<file path="config.mk">
export PLATFORM = sky130hd
export DESIGN_NAME = alu_pkt_tx
export DESIGN_NICKNAME = d
export VERILOG_FILES = /design/src/rtl/alu_pkt_pkg.sv /design/src/rtl/alu_pkt_tx_word_to_bytes.sv /design/src/rtl/alu_pkt_tx.sv
export SDC_FILE = /design/constraint.sdc
export NUM_CORES = 1
export LEC_CHECK = 0
export ABC_AREA = 0
export ABC_CLOCK_PERIOD_IN_PS = 4000
export BUFFER_PORTS_ARGS = -buffer_cell sky130_fd_sc_hd__buf_2
export CORE_ASPECT_RATIO = 1.75
export CORE_MARGIN = 3
export CORE_UTILIZATION = 37
export DETAILED_ROUTE_END_ITERATION = 8
export PLACE_DENSITY_LB_ADDON = 0.12
export SLEW_MARGIN = 10
export SYNTH_ARGS = -nofsm -noshare
export SYNTH_HDL_FRONTEND = slang
export SYNTH_SLANG_ARGS = --single-unit
</file>
<file path="constraint.sdc">
create_clock -name clk_i -period 4 [get_ports clk_i]
set_input_delay 0 -clock clk_i [delete_from_list [all_inputs] [get_ports clk_i]]
set_output_delay 0 -clock clk_i [all_outputs]
set_load 0.01 [all_outputs]
</file>
<file path="src/rtl/alu_pkt_pkg.sv">
// Shared types and constants for the ALU command packet encoder.
// Packet layout: {LEN[15:8], LEN[7:0], reserved, opcode}, then operands, all LSB first.
package alu_pkt_pkg;

    typedef enum logic [2:0] {
        IDLE,
        HDR,
        OPND_GET,
        OPND_SEND,
        FIN
    } state_t;

    localparam int          HDR_BYTES     = 4;
    localparam logic [7:0]  RESERVED_BYTE = 8'h00;

    localparam logic [7:0]  OP_ECHO = 8'hEC;
    localparam logic [7:0]  OP_ADD  = 8'hAD;
    localparam logic [7:0]  OP_MUL  = 8'h88;
    localparam logic [7:0]  OP_DIV  = 8'h89;

    typedef struct packed {
        logic [15:0] len;
        logic [7:0]  opcode;
    } pkt_hdr_t;

    // Total packet length in bytes for n operands.
    function automatic logic [15:0] pkt_len(input logic [15:0] n);
        return 16'(HDR_BYTES) + (n << 2);
    endfunction

    // Header as a 32-bit word so it can share the operand serializer.
    function automatic logic [31:0] hdr_word(input pkt_hdr_t h);
        return {h.len, RESERVED_BYTE, h.opcode};
    endfunction

endpackage

</file>
<file path="src/rtl/alu_pkt_tx_word_to_bytes.sv">
// 32-bit load, 8-bit valid/ready serializer, least significant byte first.
// A load is only issued by the parent while the serializer is idle.
import alu_pkt_pkg::*;

module word_to_bytes (
    input  logic        clk_i,
    input  logic        rst_i,
    input  logic        load_i,
    input  logic [31:0] word_i,
    output logic [7:0]  tdata_o,
    output logic        tvalid_o,
    input  logic        tready_i,
    output logic        last_o,
    output logic        last_xfer_o
);

    logic [31:0] sh;
    logic [1:0]  idx;
    logic        vld;

    always_ff @(posedge clk_i) begin
        if (rst_i) begin
            sh  <= '0;
            idx <= '0;
            vld <= 1'b0;
        end else if (load_i) begin
            sh  <= word_i;
            idx <= '0;
            vld <= 1'b1;
        end else if (vld && tready_i) begin
            // Shift toward the LSB so tdata always comes straight from a flop.
            sh  <= {8'h00, sh[31:8]};
            idx <= idx + 2'd1;
            if (idx == 2'd3)
                vld <= 1'b0;
        end
    end

    assign tdata_o     = sh[7:0];
    assign tvalid_o    = vld;
    assign last_o      = vld && (idx == 2'd3);
    assign last_xfer_o = last_o && tready_i;

endmodule

</file>
<file path="src/rtl/alu_pkt_tx.sv">
// Host-side ALU command packet encoder: header then N little-endian operand
// words, streamed a byte at a time into a UART transmitter.
import alu_pkt_pkg::*;

module alu_pkt_tx #(
    parameter int MAX_OPERANDS = 16,
    parameter int CNT_W        = $clog2(MAX_OPERANDS + 1)
) (
    input  logic             clk_i,
    input  logic             rst_i,
    input  logic             cmd_valid_i,
    output logic             cmd_ready_o,
    input  logic [7:0]       cmd_opcode_i,
    input  logic [CNT_W-1:0] cmd_count_i,
    input  logic             opnd_valid_i,
    output logic             opnd_ready_o,
    input  logic [31:0]      opnd_data_i,
    output logic [7:0]       m_axis_tdata_o,
    output logic             m_axis_tvalid_o,
    input  logic             m_axis_tready_i,
    output logic             busy_o,
    output logic             done_o,
    output logic             err_o
);

    state_t           state;
    logic [CNT_W-1:0] remaining;

    logic        oversize;
    logic        cmd_hs;
    logic        opnd_hs;
    logic        ser_load;
    logic [31:0] ser_word;
    logic        ser_last;
    logic        ser_last_xfer;
    pkt_hdr_t    hdr;

    assign oversize = cmd_count_i > CNT_W'(MAX_OPERANDS);
    assign cmd_hs   = (state == IDLE) && cmd_valid_i && cmd_ready_o;
    assign opnd_hs  = (state == OPND_GET) && opnd_valid_i && opnd_ready_o;

    // The header is loaded on the accept edge itself so its first byte is
    // valid one cycle after the command handshake.
    always_comb begin
        hdr        = '0;
        hdr.opcode = cmd_opcode_i;
        hdr.len    = pkt_len(16'(cmd_count_i));
        ser_load   = (cmd_hs && !oversize) || opnd_hs;
        ser_word   = opnd_hs ? opnd_data_i : hdr_word(hdr);
    end

    word_to_bytes u_ser (
        .clk_i       (clk_i),
        .rst_i       (rst_i),
        .load_i      (ser_load),
        .word_i      (ser_word),
        .tdata_o     (m_axis_tdata_o),
        .tvalid_o    (m_axis_tvalid_o),
        .tready_i    (m_axis_tready_i),
        .last_o      (ser_last),
        .last_xfer_o (ser_last_xfer)
    );

    always_ff @(posedge clk_i) begin
        if (rst_i) begin
            state        <= IDLE;
            remaining    <= '0;
            cmd_ready_o  <= 1'b0;
            opnd_ready_o <= 1'b0;
            busy_o       <= 1'b0;
            done_o       <= 1'b0;
            err_o        <= 1'b0;
        end else begin
            done_o <= 1'b0;
            err_o  <= 1'b0;
            unique case (state)
                IDLE: begin
                    cmd_ready_o <= 1'b1;
                    if (cmd_hs) begin
                        if (oversize) begin
                            err_o <= 1'b1;
                        end else begin
                            remaining   <= cmd_count_i;
                            busy_o      <= 1'b1;
                            cmd_ready_o <= 1'b0;
                            state       <= HDR;
                        end
                    end
                end
                HDR: begin
                    if (ser_last_xfer) begin
                        if (remaining != '0) begin
                            opnd_ready_o <= 1'b1;
                            state        <= OPND_GET;
                        end else begin
                            done_o <= 1'b1;
                            busy_o <= 1'b0;
                            state  <= FIN;
                        end
                    end
                end
                OPND_GET: begin
                    if (opnd_hs) begin
                        opnd_ready_o <= 1'b0;
                        state        <= OPND_SEND;
                    end
                end
                OPND_SEND: begin
                    if (ser_last_xfer) begin
                        remaining <= remaining - CNT_W'(1);
                        if (remaining == CNT_W'(1)) begin
                            done_o <= 1'b1;
                            busy_o <= 1'b0;
                            state  <= FIN;
                        end else begin
                            opnd_ready_o <= 1'b1;
                            state        <= OPND_GET;
                        end
                    end
                end
                FIN: begin
                    cmd_ready_o <= 1'b1;
                    state       <= IDLE;
                end
                default: state <= IDLE;
            endcase
        end
    end

    logic unused_ok;
    assign unused_ok = ser_last;

endmodule

</file>
Word level (Yosys, flattened, before mapping)
Index checks and enable logic that the tools add are counted.
- $add $sub $neg: 3
- order comparisons: 1
- eq/ne operators: 15
- mux-type cells: 39
- bitwise operators: 2
- reduce and logical (&&, ||, !) cells: 25
- operator list (kind ; number):
    $mux 32 ; 3
    $mux 3 ; 7
    $mux 1 ; 20
    $ne 2x2->1 const B ; 9
    $mux 5 ; 3
    $pmux 3 s4 ; 1
    $pmux 5 s2 ; 1
    $add 3x7->8 const A ; 1
    $logic_and 1x1->1 ; 8
    $reduce_bool 2->1 ; 4
    $reduce_and 7->1 ; 1
    $eq 3x2->1 const B ; 2
    $pmux 1 s3 ; 2
    $reduce_and 6->1 ; 1
    $reduce_bool 3->1 ; 2
    $eq 5x1->1 const B ; 1
    $gt 5x5->1 const B ; 1
    $reduce_and 5->1 ; 1
    $reduce_bool 5->1 ; 1
    $sub 5x1->5 const B ; 1
    $pmux 1 s2 ; 2
    $reduce_and 4->1 ; 1
    $eq 3x1->1 const B ; 1
    $eq 3x3->1 const B ; 1
    9 further kinds ; 10
- bits in registers: 48
- input port bits: 50
- word-level logic and storage cells: 95

Depth between registers and ports, before layout
- depth after elaboration: 7
- gate-level depth with buffers: 8
- mapped depth without buffers: 6

By module
From an unflattened synthesis, not the netlist that was laid out.
- cells, all modules: 360
- area, all modules: 3026.7 µm²
- by module, submodules not included (module ; instances ; cells an instance ; area an instance (µm²) ; sequential area each (µm²)):
    word_to_bytes ; 1 ; 194 ; 1870.5 ; 700.7
    alu_pkt_tx ; 1 ; 166 ; 1156.1 ; 260.2

Least setup slack after synthesis
Ideal clock, no wire load.
- path type: register -> register
- start: register remaining[0]
- end: register busy_o
- library setup time: 0.086 ns
- arrival: 1.565 ns
- setup slack: 2.349 ns
- stages on the path, launching flop included: 7
- cells stage by stage: dfxtp_1 -> inv_1 -> ha_1 -> or4b_2 -> nor2_1 -> o21ai_0 -> a211oi_1
- longest elaborated chain between the ends: 3
- ends and longest elaborated chain (what ; line ; source):
    start, declared ; alu_pkt_tx.sv:27 ; logic [CNT_W-1:0] remaining;
    start signal, assigned ; alu_pkt_tx.sv:83 ; remaining <= cmd_count_i;
    start signal, assigned ; alu_pkt_tx.sv:110 ; remaining <= remaining - CNT_W'(1);
    $eq 5x1->1 / $reduce_bool 5->1 (equally long branches) ; alu_pkt_tx.sv:111, alu_pkt_tx.sv:92 ;
    $ne 2x2->1 (no line) ; n/a ;
    $reduce_and 7->1 (no line) * ; n/a ;
    end signal, assigned ; alu_pkt_tx.sv:84 ; busy_o <= 1'b1;
    end signal, assigned ; alu_pkt_tx.sv:97 ; busy_o <= 1'b0;
    end signal, assigned ; alu_pkt_tx.sv:113 ; busy_o <= 1'b0;
    end, declared ; alu_pkt_tx.sv:21 ; output logic busy_o,
Mark *: on every way between the ends. The rest lies on a longest branch, timed or not.
A chain may end at the register's enable or synchronous reset.

Worst setup path after layout
- start: register state[1]
- end: register u_ser.sh[21]
- longest elaborated chain between the ends: 6
- ends and longest elaborated chain (what ; line ; source):
    start, declared ; alu_pkt_tx.sv:26 ; state_t state;
    start signal, assigned ; alu_pkt_tx.sv:66 ; state <= IDLE;
    start signal, assigned ; alu_pkt_tx.sv:86 ; state <= HDR;
    start signal, assigned ; alu_pkt_tx.sv:94 ; state <= OPND_GET;
    $logic_not 3->1 ; alu_pkt_tx.sv:39 ; assign cmd_hs = (state == IDLE) && cmd_valid_i && cmd_ready_o;
    $logic_and 1x1->1 (2 in series) ; alu_pkt_tx.sv:39 ;
    $logic_and 1x1->1 ; alu_pkt_tx.sv:48 ; ser_load = (cmd_hs && !oversize) || opnd_hs;
    $logic_or 1x1->1 ; alu_pkt_tx.sv:48 ;
    $mux 32 / $reduce_bool 2->1 (equally long branches) ; n/a ;
    end signal, assigned ; alu_pkt_tx_word_to_bytes.sv:27 ; sh <= word_i;
    end signal, assigned ; alu_pkt_tx_word_to_bytes.sv:32 ; sh <= {8'h00, sh[31:8]};
    end, declared ; alu_pkt_tx_word_to_bytes.sv:17 ; logic [31:0] sh;
Parallel ways exist; a longest one is shown, timed or not.

==> out/metrics.csv <==
stage,metric,value,unit
finish,fin_cells,456,
clock_network,cts_setup_buffers,0,
logic_synthesis,ys_seq_elements,48,
power,power_frac_comb,13.8,%
logic_synthesis,ys_warn_count,0,
finish,num-fill-cells,705,
route,routed-via-count,2442,
logic_synthesis,synth_cell_types,49,
sta,period_needed,2.32,ns
finish,multiInputGateArea,1420,sq um
power,p_clk_share,42.3,%
global_route,grt_pass1_vias,2402,
route,first_pass_iters,4,
logic_synthesis,synth_top_family_by_area,simple AND/OR/NAND/NOR gates,
logic_synthesis,synth_xor_area_share,1.36,%
logic_synthesis,synth.most_common_cell,dfxtp_1,
clock_network,clkLatencyLatePin,0.29,ns
placed_design,dp.cells,417,
worst_setup_path,crit_required,4.19,ns
logic_synthesis,synth_mux_area_share,2.57,%
logic_synthesis,seq_area_frac_synth,37.2,%
worst_setup_path,reg2reg_slack,1.68,ns
clock_network,root_buffer,clkbuf_16,
global_route,antenna_found_initial,0,
logic_synthesis,synth_top_area_share,37.2,%
route,antenna_left,0,
sta,min_period_over_period,57.9,%
floorplan,core_area,6640,sq um
logic_synthesis,synth_top_area_cell,dfxtp_1,
logic_synthesis,synth_compound_area_share,20.9,%
min_path,hold_class,input pin to flop,
sta,tns,0,ns
global_route,grt_max_degree,46,
finish,drive_gt1_share,23.3,%
power,sw_frac_of_total,24.2,%
placed_design,dp_hpwl,4.93,mm
logic_synthesis,syn_avg_cell_area,8.63,sq um
route,avgViaCountPerCell,5.36,
worst_setup_path,end_kind,flop,
placed_design,port_buffers,63,
power,total_power,1160,uW
sta,report.final.setup_viol,0,
worst_setup_path,critPathKind,flop to flop,
placed_design,routabilityCongestion,0.860,
sta,slew_violations,0,
logic_synthesis,yosys_most_used_dff,dfxtp_1,
logic_synthesis,synth_fa_ha_area_share,2.42,%
clock_network,htreeDepth,2,
sta,hold_slack,0.0191,ns
power,power_leakage,0.00138,uW
logic_synthesis,yosys.area_share.simple,27.7,%
clock_network,cts.sinks,48,
route,wl,7.33,mm
clock_network,hold_buffers,31,
floorplan,die_w,69.1,um
worst_setup_path,start_kind,flop,
sta,hold_violations,0,
sta,skew,0.00655,ns
finish,syn2layout_area_growth,29.0,%
global_route,grt_pass1_wl,11.7,mm
worst_setup_path,cp_max_fo,27,
global_route,grt-ovfl-total,0,
sta,worst_pin_slew,1.07,ns
logic_synthesis,async_flop_share,0,%
power,p_int,880,uW
sta,rsz0062_at_grt,false,
logic_synthesis,synth.top_cells.by_area,"dfxtp_1 37%, nor2_1 4.4%, nand2_1 4.1%",
logic_synthesis,netlist_area,2580,sq um
power,ir_drop,0.000202,V
sta,max_slew_margin,28.6,%
floorplan,fp.dieH,116,um
logic_synthesis,syn_inst,299,
finish,regArea,961,sq um
sta,clock.fmax,432,MHz
clock_network,cts_tree,done,
worst_setup_path,crit_arrival,2.50,ns
route,wire_per_inst,16.1,um
route,initialDrtViolationCount,114,
floorplan,rows,39,
floorplan,ioPinCount,64,
route,drcViolationCount,0,
floorplan,start_util,38.9,%
clock_network,cts_buffer_depth,2,
global_route,track_usage,18.2,%
status,status,finished clean,
logic_synthesis,synth_commonest_cells,"48 x dfxtp_1, 30 x nor2_1, 28 x nand2_1",
power,switchingPower,282,uW
clock_network,cts_resized,0,
finish,n_antenna_cell,0,
flow_run,drv_cap,0,
power,pwr_density_cell,349,nW/um^2
logic_synthesis,syn_nets,354,
finish,final_nets,428,
floorplan,fp.dieArea,8050,sq um
clock_network,clk_pin_slew,0.07,ns
power,sequentialPowerShare,43.9,%
logic_synthesis,synth_edf_count,0,
clock_network,cts_inserted_buffers,5,
-- critical path, cell delays in order, from the launching register on --
cell       delay (ns)
dfxtp_1          0.46
nor4bb_1         0.30
and2_1           0.88
a2111oi_0        0.20
a2111oi_2        0.37
-- path summary, 6_finish.rpt --
kind / to / cells after the start / startpoint
worst max-delay path: u_ser.sh[21]$_SDFFE_PP0P_ / 4 / state[1]$_SDFFE_PP0P_
worst min-delay path: u_ser.sh[2]$_SDFFE_PP0P_ / 3 / cmd_opcode_i[2]
worst max register to register: u_ser.sh[21]$_SDFFE_PP0P_ / 4 / state[1]$_SDFFE_PP0P_
worst min register to register: busy_o$_SDFFE_PP0P_ / 2 / busy_o$_SDFFE_PP0P_
-- cells by family (layout without fill, tap and decap cells) --
logic type,Yosys count,in the layout
AOI/OAI and AO/OA,71,71
xor gates and xnor gates,4,4
adders and majority gates,5,5
buffers and inverters,37,112
DFF,48,48
muxes,6,6
and+or+nand+nor,128,128
-- power groups by stage --
stage | sequential [uW] | clock [uW] | combinational (uW)
2_1_floorplan | 518 | 0 | 92.3
3_3_place_gp | 521 | 0 | 138
3_5_place_dp | 521 | 0 | 138
4_1_cts | 510 | 499 | 161
5_1_grt | 513 | 518 | 177
6_report | 510 | 491 | 160
-- flip-flops by register name, indices dropped and copies added (netlist names) --
signal          cells
u_ser.idx           2
done_o              1
busy_o              1
u_ser.tvalid_o      1
u_ser.sh           32
remaining           5
opnd_ready_o        1
err_o               1
state               3
cmd_ready_o         1
-- routing by layer --
metal | track usage, % | routed length [um] | vias up
met5 | 0 | 0 | -
li1 | - | - | 1227
met4 | 7.30 | 189 | 0
met3 | 2.24 | 239 | 14
met1 | 20.8 | 3040 | 1144
met2 | 34.0 | 3860 | 57
-- cell usage in the layout, fill, tap and decap left out, types with 3 or more instances in the layout --
master / synthesis / routed
and2_1: 13 / 13
a2bb2oi_1: 8 / 8
nand2_1: 28 / 28
a31oi_1: 3 / 3
o21ai_0: 4 / 4
nor3_1: 5 / 5
nand3_1: 11 / 11
a21oi_1: 13 / 13
dlygate4sd3_1: 0 / 31
inv_1: 7 / 7
a221o_1: 4 / 4
dfxtp_1: 48 / 48
nor2_1: 30 / 30
nand3b_1: 13 / 13
nand2b_1: 5 / 5
a22o_1: 8 / 8
ha_1: 5 / 5
mux2_2: 5 / 5
or4_1: 8 / 8
a211oi_1: 12 / 12
buf_4: 10 / 3
o31ai_1: 10 / 10
clkbuf_16: 0 / 5
buf_2: 3 / 63
-- metrics by stage --
stage | setup slack, ns | cell area, sq um | util [%]
floorplan | 2.35 | 2580 | -
global placement | 1.78 | 2840 | 42.9
detailed placement | 1.70 | 2840 | 42.9
CTS | 1.66 | 3330 | 50.1
global route | 1.49 | 3330 | 50.1
finish | 1.68 | 3330 | 50.1
-- cell type report --
type                    instances  area share [%]
clock buffers                   5            3.76
clock inverters                 3            1.43
inverters                       7           0.790
multi-input cells             214            42.6
flip-flops and latches         48            28.9
well taps                      82            3.08
repair buffers                 97            19.5
(Power assumes the default switching activity.)
